[src/rtl/fetch_controller_pkg.sv]
// Shared constants and state type for the instruction fetch sequencer.
package fetch_controller_pkg;

  localparam int WORD_SIZE  = 8;
  localparam int INDEX_SIZE = 4;
  localparam logic [WORD_SIZE-1:0] HALT_OPCODE = 8'hFF;

  typedef enum logic [1:0] {
    IDLE   = 2'd0,
    FETCH  = 2'd1,
    DRAIN  = 2'd2,
    HALTED = 2'd3
  } fetch_state_t;

endpackage

[src/rtl/fetch_controller.sv]
// Program-counter sequencer: addresses instruction memory, captures the read word
// into a one-deep instruction register and hands it to decode over valid/ready.
//
// state  | meaning
// IDLE   | not fetching, waiting for start
// FETCH  | capturing one instruction per free slot
// DRAIN  | halt opcode captured, waiting for decode to accept it
// HALTED | halt delivered, program ended
module fetch_controller #(
  parameter int WORD_SIZE  = fetch_controller_pkg::WORD_SIZE,
  parameter int INDEX_SIZE = fetch_controller_pkg::INDEX_SIZE,
  parameter logic [WORD_SIZE-1:0] HALT_OPCODE = fetch_controller_pkg::HALT_OPCODE
) (
  input  logic                  clk,
  input  logic                  rst,
  input  logic                  start,
  input  logic [INDEX_SIZE-1:0] start_addr,
  input  logic                  stop,
  input  logic                  redirect_valid,
  input  logic [INDEX_SIZE-1:0] redirect_addr,
  input  logic [WORD_SIZE-1:0]  ins_val,
  output logic [INDEX_SIZE-1:0] prog_count,
  output logic [WORD_SIZE-1:0]  ir,
  output logic [INDEX_SIZE-1:0] ir_pc,
  output logic                  ir_valid,
  input  logic                  ir_ready,
  output logic                  busy,
  output logic                  halted
);

  import fetch_controller_pkg::*;

  fetch_state_t          state, state_next;
  logic [INDEX_SIZE-1:0] pc_next;
  logic [WORD_SIZE-1:0]  ir_next;
  logic [INDEX_SIZE-1:0] ir_pc_next;
  logic                  ir_valid_next;
  logic                  slot_free;

  assign slot_free = !ir_valid || ir_ready;

  always_ff @(posedge clk or posedge rst) begin
    if (rst) begin
      state      <= IDLE;
      prog_count <= '0;
      ir         <= '0;
      ir_pc      <= '0;
      ir_valid   <= 1'b0;
    end else begin
      state      <= state_next;
      prog_count <= pc_next;
      ir         <= ir_next;
      ir_pc      <= ir_pc_next;
      ir_valid   <= ir_valid_next;
    end
  end

  always_comb begin
    state_next    = state;
    pc_next       = prog_count;
    ir_next       = ir;
    ir_pc_next    = ir_pc;
    ir_valid_next = ir_valid;

    case (state)
      IDLE: begin
        if (!stop && start) begin
          pc_next    = start_addr;
          state_next = FETCH;
        end
      end

      HALTED: begin
        if (stop) begin
          state_next = IDLE;
        end else if (start) begin
          pc_next    = start_addr;
          state_next = FETCH;
        end
      end

      FETCH: begin
        if (stop) begin
          ir_valid_next = 1'b0;
          state_next    = IDLE;
        end else if (redirect_valid) begin
          ir_valid_next = 1'b0;
          pc_next       = redirect_addr;
        end else if (slot_free) begin
          ir_next       = ins_val;
          ir_pc_next    = prog_count;
          ir_valid_next = 1'b1;
          // The halt word parks the PC on itself so a later start is explicit.
          if (ins_val == HALT_OPCODE) begin
            state_next = DRAIN;
          end else begin
            pc_next = prog_count + 1'b1;
          end
        end
      end

      DRAIN: begin
        if (stop) begin
          ir_valid_next = 1'b0;
          state_next    = IDLE;
        end else if (redirect_valid) begin
          ir_valid_next = 1'b0;
          pc_next       = redirect_addr;
          state_next    = FETCH;
        end else if (ir_valid && ir_ready) begin
          ir_valid_next = 1'b0;
          state_next    = HALTED;
        end
      end

      default: state_next = IDLE;
    endcase
  end

  assign busy   = (state == FETCH) || (state == DRAIN);
  assign halted = (state == HALTED);

endmodule

[config.mk]
export PLATFORM = sky130hd
export DESIGN_NAME = fetch_controller
export DESIGN_NICKNAME = d
export VERILOG_FILES = /design/src/rtl/fetch_controller_pkg.sv /design/src/rtl/fetch_controller.sv
export SDC_FILE = /design/constraint.sdc
export NUM_CORES = 1
export LEC_CHECK = 0
export BUFFER_PORTS_ARGS = -buffer_cell sky130_fd_sc_hd__buf_2
export CAP_MARGIN = 20
export CORE_MARGIN = 1.5
export CORE_UTILIZATION = 52
export CTS_CLUSTER_SIZE = 16
export DETAILED_ROUTE_END_ITERATION = 8
export PLACE_DENSITY_LB_ADDON = 0.05
export RECOVER_POWER = 100
export SYNTH_ARGS = -nofsm -noshare
export SYNTH_HDL_FRONTEND = slang
export SYNTH_SLANG_ARGS = --single-unit
[constraint.sdc]
create_clock -name clk -period 3.8 [get_ports clk]
set_input_delay 0.19 -clock clk [delete_from_list [all_inputs] [get_ports clk]]
set_output_delay 0.19 -clock clk [all_outputs]
set_load 0.05 [all_outputs]
# After elaboration in Yosys (flattened, before gate mapping)
# Cells that the tools add are included.
[word_totals] ram_bits=0 rom_bits=0 latch_bits=0 memories=0 out_inout_bits=19 register_bits=19 wordCells=66 inputBits=22
[op_classes] n_bitwise=2 n_mux=28 order_cmp=0 div=0 addsub=1 n_shift=0 n_eq_ne=18 multipliers=0 reduce_logical=12
[ops] op="4-bit 2-to-1 mux" count=9
[ops] op="2-bit 2-to-1 mux" count=10
[ops] op="3-bit inequality test, second input constant" count=6
[ops] op="4-bit one-hot mux with 4 select lines" count=1
[ops] op="2-bit inequality test, second input constant" count=6
[ops] op="8-bit == test, second input constant" count=1
[ops] op="4-bit inequality test, second input constant" count=2
[ops] op="2-bit one-hot mux with 4 select lines" count=1
[ops] op="8-bit AND reduction" count=1
[ops] op="1-bit 2-to-1 mux" count=6
[ops] op="6-bit AND reduction" count=1
[ops] op="4-bit by 1-bit adder with 4-bit output, second input constant" count=1
[ops] op="2-bit == test, second input constant" count=2
[ops] op="4-bit AND reduction" count=1
[ops] op="3-bit AND reduction" count=1
[ops] op="2-bit by 1-bit == test with 1-bit output, second input constant" count=1
[ops] op="1-bit logical AND" count=2
[ops] op="1-bit logical NOT" count=2
[ops] op="2-bit logical NOT" count=1
[ops] op="1-bit logical OR" count=2
[ops] op="1-bit inverter" count=2
[ops] op="1-bit one-hot mux with 2 select lines" count=1
[ops] op="2-bit nonzero test" count=1

# Logic depth before layout (Yosys ltp)
[logic_depth] depth_word=6 mapped_depth=7 depth_no_buf=6

# Least setup slack after synthesis
# Ideal clock, no wire load.
[synth_timing] path_type="register to register" from="reg state[1]" to="reg prog_count[3]" path_slack_ns=1.929 setup_ns=0.128 path_stages_with_launch=6 synth_period_minus_slack_ns=1.871 path_buffers=1 arrival_ns=1.744 t_required_ns=3.672 path_cell_list="dfrtp_1 inv_1 ha_1 clkbuf_1 a41oi_2 mux2_1"
[synth_via] elab_chain_len=3 elab_cells_between_ends=14 cone_classes="eq/ne: 11; mux: 1; reduce/logical: 2"
[synth_rtl] item="start: declaration" line="fetch_controller.sv:33" rtl="fetch_state_t state, state_next;"
[synth_rtl] item="start signal: assignment" line="fetch_controller.sv:50" rtl="state <= state_next;"
[synth_rtl] item="2-bit by 1-bit == test with 1-bit output (tied with other cells)" line="fetch_controller.sv:65" rtl="case (state)"
[synth_rtl] item="3-bit inequality test (no line) or 2-bit inequality test (tied branches)"
[synth_rtl] item="8-bit AND reduction (no line)"
[synth_rtl] item="end signal: assignment" line="fetch_controller.sv:51" rtl="prog_count <= pc_next;"
[synth_rtl] item="end: declaration" line="fetch_controller.sv:22" rtl="output logic [INDEX_SIZE-1:0] prog_count,"
# Parallel ways exist; a longest one is shown, timed or not.
# A chain may end at the register's enable or synchronous reset.

# Worst setup path in the final report
[layout_timing] from="reg state[1]" to="reg ir_pc[2]"
[layout_via] elab_chain_len=2
[layout_rtl] item="2-bit by 1-bit == test with 1-bit output" line="fetch_controller.sv:65"
[layout_rtl] item="4-bit AND reduction (no line)"
[layout_rtl] item="end signal: assignment" line="fetch_controller.sv:53" rtl="ir_pc <= ir_pc_next;"
[layout_rtl] item="end: declaration" line="fetch_controller.sv:24" rtl="output logic [INDEX_SIZE-1:0] ir_pc,"
# No other way between the ends.

==> summary.txt <==
Yosys
  • Share of flip-flops with an asynchronous set or reset: 100%
  • Nets in the synthesized netlist: 130
  • Post-synthesis instance area: 1120 sq um
  • Number of warnings issued by yosys: 0
  • Synthesized instance count: 102
  • Number of synthesized register bits: 19
  • Share of Yosys cell area claimed by the top area cell type: 42.6%
  • Share of the yosys chip area belonging to registers: 42.6%
  • Number of enable flip-flop cells after synthesis: 0
  • Mean instance size in the synthesized netlist: 10.9 sq um
  • Top_reg_cell synth: sky130_fd_sc_hd__dfrtp_1
  • Most common library cells after synthesis: 19 x sky130_fd_sc_hd__dfrtp_1, 14 x sky130_fd_sc_hd__mux2_2, 9 x sky130_fd_sc_hd__nor2_1
  • Most frequent cell after synthesis: sky130_fd_sc_hd__dfrtp_1
  • Cell type with the highest aggregate area in the netlist: sky130_fd_sc_hd__dfrtp_1
  • Number of distinct library cells after synthesis: 33
  • Leading cell types by total area after synthesis: sky130_fd_sc_hd__dfrtp_1 43%, sky130_fd_sc_hd__mux2_2 14%, sky130_fd_sc_hd__ha_1 6.7%

Setup path
  • Crit path cell chain: inv_1 > ha_1 > nand2b_1 > nor3_1 > mux2_2
  • Slowest cell on crit path: sky130_fd_sc_hd__nor3_1
  • Critical path type: flip-flop to flip-flop
  • Setup crit start kind: flip-flop
  • Data arrival time of the critical path: 2.96 ns
  • Endpoint required time on the critical path: 3.99 ns
  • Cell family with most CP delay: simple AND/OR/NAND/NOR gates
  • Setup crit end kind: flip-flop
  • Total buffers and inverters traversed by the critical path: 1
  • Maximum cell stage delay along the critical path: 1.19 ns
  • Highest fanout seen on the critical path: 12

Global route
  • Pin count of the biggest net entering global routing: 20
  • Via count of the first global-routing pass: 863
  • Global-route congestion overflow total: 0
  • Total Routing Usage GR: 21.0%
  • Global-route wire length before repair: 3970 um
  • Antenna violations before repair: 0

Finish
  • Area growth, synth to finish: 17.6%
  • Number of diodes added for antenna fixing: 0
  • Fillcell total: 168
  • Fin nets: 170
  • Ratio of cells with drive above 1 in the final layout: 29.8%

Place
  • Routability cong.: 0.822
  • Detailed placer's ending HPWL: 1810 um
  • Quantity of I/O buffers inserted on ports: 40

Status
  • Failing checks: hold timing, capacitance limit, slew limit
  • Result of the run: finished, violations left

Timing
  • Max Clock Skew: 0.00613 ns
  • Fin crit period: 2.77 ns
  • Total count of hold-check failures in the final report: 19
  • RSZ-0062 raised after global routing: false
  • Highest achievable clock rate: 0.361 GHz
  • Transition at the pin with the smallest max-transition slack: 1.51 ns
  • Final cycle utilization of the critical path: 72.9%
  • Count of endpoints failing setup in the final report: 0
  • Final Max Tran Viols: 13
  • Aggregate negative setup slack: 0 ns
  • Slew margin rel.: -1.50%
  • Worst hold slack after final layout: -0.0135 ns

Floorplanning
  • Effective utilization at floorplan: 56.3%
  • Row count: 16
  • Number of top-level pins: 41
  • Area of the core: 1980 sq um
  • Width of the die: 49.3 um
  • Die Height: 49.3 um
  • Die area: 2430 sq um

Clock tree
  • Latest clock arrival within the worst-skew pair: 0.30 ns
  • Root Driver: sky130_fd_sc_hd__clkbuf_4
  • Number of sinks handled by clock tree synthesis: 19
  • Number of buffers on the longest clock path: 2
  • TritonCTS clock tree: done
  • Post_cts resized: 0
  • Post-CTS Repair Setup Buffers: 0
  • Number of CTS-inserted buffers: 3
  • H-tree depth: 1
  • Hold Buf Count CTS: 0
  • Clock transition at path regs: 0.11 ns

Flow run
  • Max-cap violations: 1

Min path
  • Hold Crit Class: input pin to asynchronous set/reset pin

Route
  • Met3 wire len: 103 um
  • Number of remaining DRC errors: 0
  • Drt first-iter violations: 23
  • Via density per instance: 5.39
  • Number of iterations in the first detailed-routing pass: 4
  • Met2 wirelength from detailed routing: 1140 um
  • Total routed wirelength: 2370 um
  • Highest metal layer with signal wires: met4
  • DRT met1 WL: 1110 um
  • Average wire per standard cell: 14.1 um
  • Total number of vias: 905
  • Post-route antenna net violation count: 0
[metal layers]
metal / GRT usage [%] / vias up
met5: 0 / -
met4: 7.14 / 0
met3: 4.29 / 4
met2: 36.0 / 24
met1: 26.1 / 430
li1: - / 447
[per-stage QoR]
| step | hold WS, ns | utilization, % | std cells | setup slack [ns] | area [sq um] |
|---|---|---|---|---|---|
| floorplan | 0.141 | - | 102 | 1.93 | 1120 |
| CTS | 0.0184 | 68.2 | 168 | 1.47 | 1350 |
| detailed placement | 0.352 | 66.8 | 164 | 1.51 | 1320 |
| global placement | 0.334 | 66.8 | 164 | 1.58 | 1320 |
| finish | -0.0135 | 66.2 | 168 | 1.03 | 1310 |
| global route | 0.0538 | 66.2 | 168 | 0.727 | 1310 |
[final cells by class]
class / count / area, sq um / area share (%)
inverter: 5 / 18.8 / 1.43
multi-input combinational: 73 / 581 / 44.2
clock inverter: 1 / 5.00 / 0.381
tap: 27 / 33.8 / 2.57
sequential: 19 / 475 / 36.2
clock buffer: 3 / 22.5 / 1.72
timing repair buffer: 40 / 176 / 13.4
[sequential cells by signal (all words and copies together), names as in the netlist]
name and flops:
ir 8, ir_pc 4, ir_valid 1, prog_count 4
state 2
[logic make-up (layout without fill, tap and decap cells)]
group	after synthesis	in the layout	share of synthesized area [%]
AOI/OAI and AO/OA	18	18	12.2
DFF	19	19	42.6
muxes	19	19	19.4
xor gates and xnor gates	1	1	0.785
adders and majority gates	6	6	6.73
buffers and inverters	10	49	4.04
and+or+nand+nor	29	29	14.2
[path summary, 6_finish.rpt]
| path | slack (ns) | endpoint | cells after the start | from |
|---|---|---|---|---|
| min | -0.01 | ir[3]$_DFFE_PP0P_ | 2 | rst |
| min reg2reg | 0.52 | ir[2]$_DFFE_PP0P_ | 1 | ir[2]$_DFFE_PP0P_ |
| max in group asynchronous | 3.36 | ir[6]$_DFFE_PP0P_ | 2 | rst |
| max reg2reg | 1.03 | ir_pc[2]$_DFFE_PP0P_ | 5 | state[1]$_DFFE_PP0P_ |
| min in group clk | 0.14 | ir[0]$_DFFE_PP0P_ | 2 | ins_val[0] |
| max | 1.03 | ir_pc[2]$_DFFE_PP0P_ | 5 | state[1]$_DFFE_PP0P_ |
[worst register-to-register path, cell delays in order (launching register included)]
cell and delay (ns):
sky130_fd_sc_hd__dfrtp_1 0.44, sky130_fd_sc_hd__inv_1 0.12, sky130_fd_sc_hd__ha_1 0.33, sky130_fd_sc_hd__nand2b_1 0.14
sky130_fd_sc_hd__nor3_1 1.19, sky130_fd_sc_hd__mux2_2 0.44
[cell usage in the layout, fill, tap and decap left out, types with 2 or more instances in the layout]
cell type	synthesis	layout
sky130_fd_sc_hd__nand3_1	2	2
sky130_fd_sc_hd__nand2b_1	4	4
sky130_fd_sc_hd__o211ai_1	3	3
sky130_fd_sc_hd__inv_1	5	5
sky130_fd_sc_hd__a21oi_1	5	6
sky130_fd_sc_hd__nor2_1	9	9
sky130_fd_sc_hd__clkbuf_4	0	3
sky130_fd_sc_hd__nor3_1	1	2
sky130_fd_sc_hd__dfrtp_1	19	19
sky130_fd_sc_hd__nand4_1	3	3
sky130_fd_sc_hd__a31oi_1	2	2
sky130_fd_sc_hd__mux2_1	3	3
sky130_fd_sc_hd__buf_2	3	21
sky130_fd_sc_hd__mux2_2	14	14
sky130_fd_sc_hd__nand2_1	4	4
sky130_fd_sc_hd__nor2b_1	2	2
sky130_fd_sc_hd__ha_1	6	6
sky130_fd_sc_hd__clkbuf_1	1	19
Power is left out: the tool's default activity adds up to more than one toggle a clock period on the data nets, which glitch-free logic cannot reach.
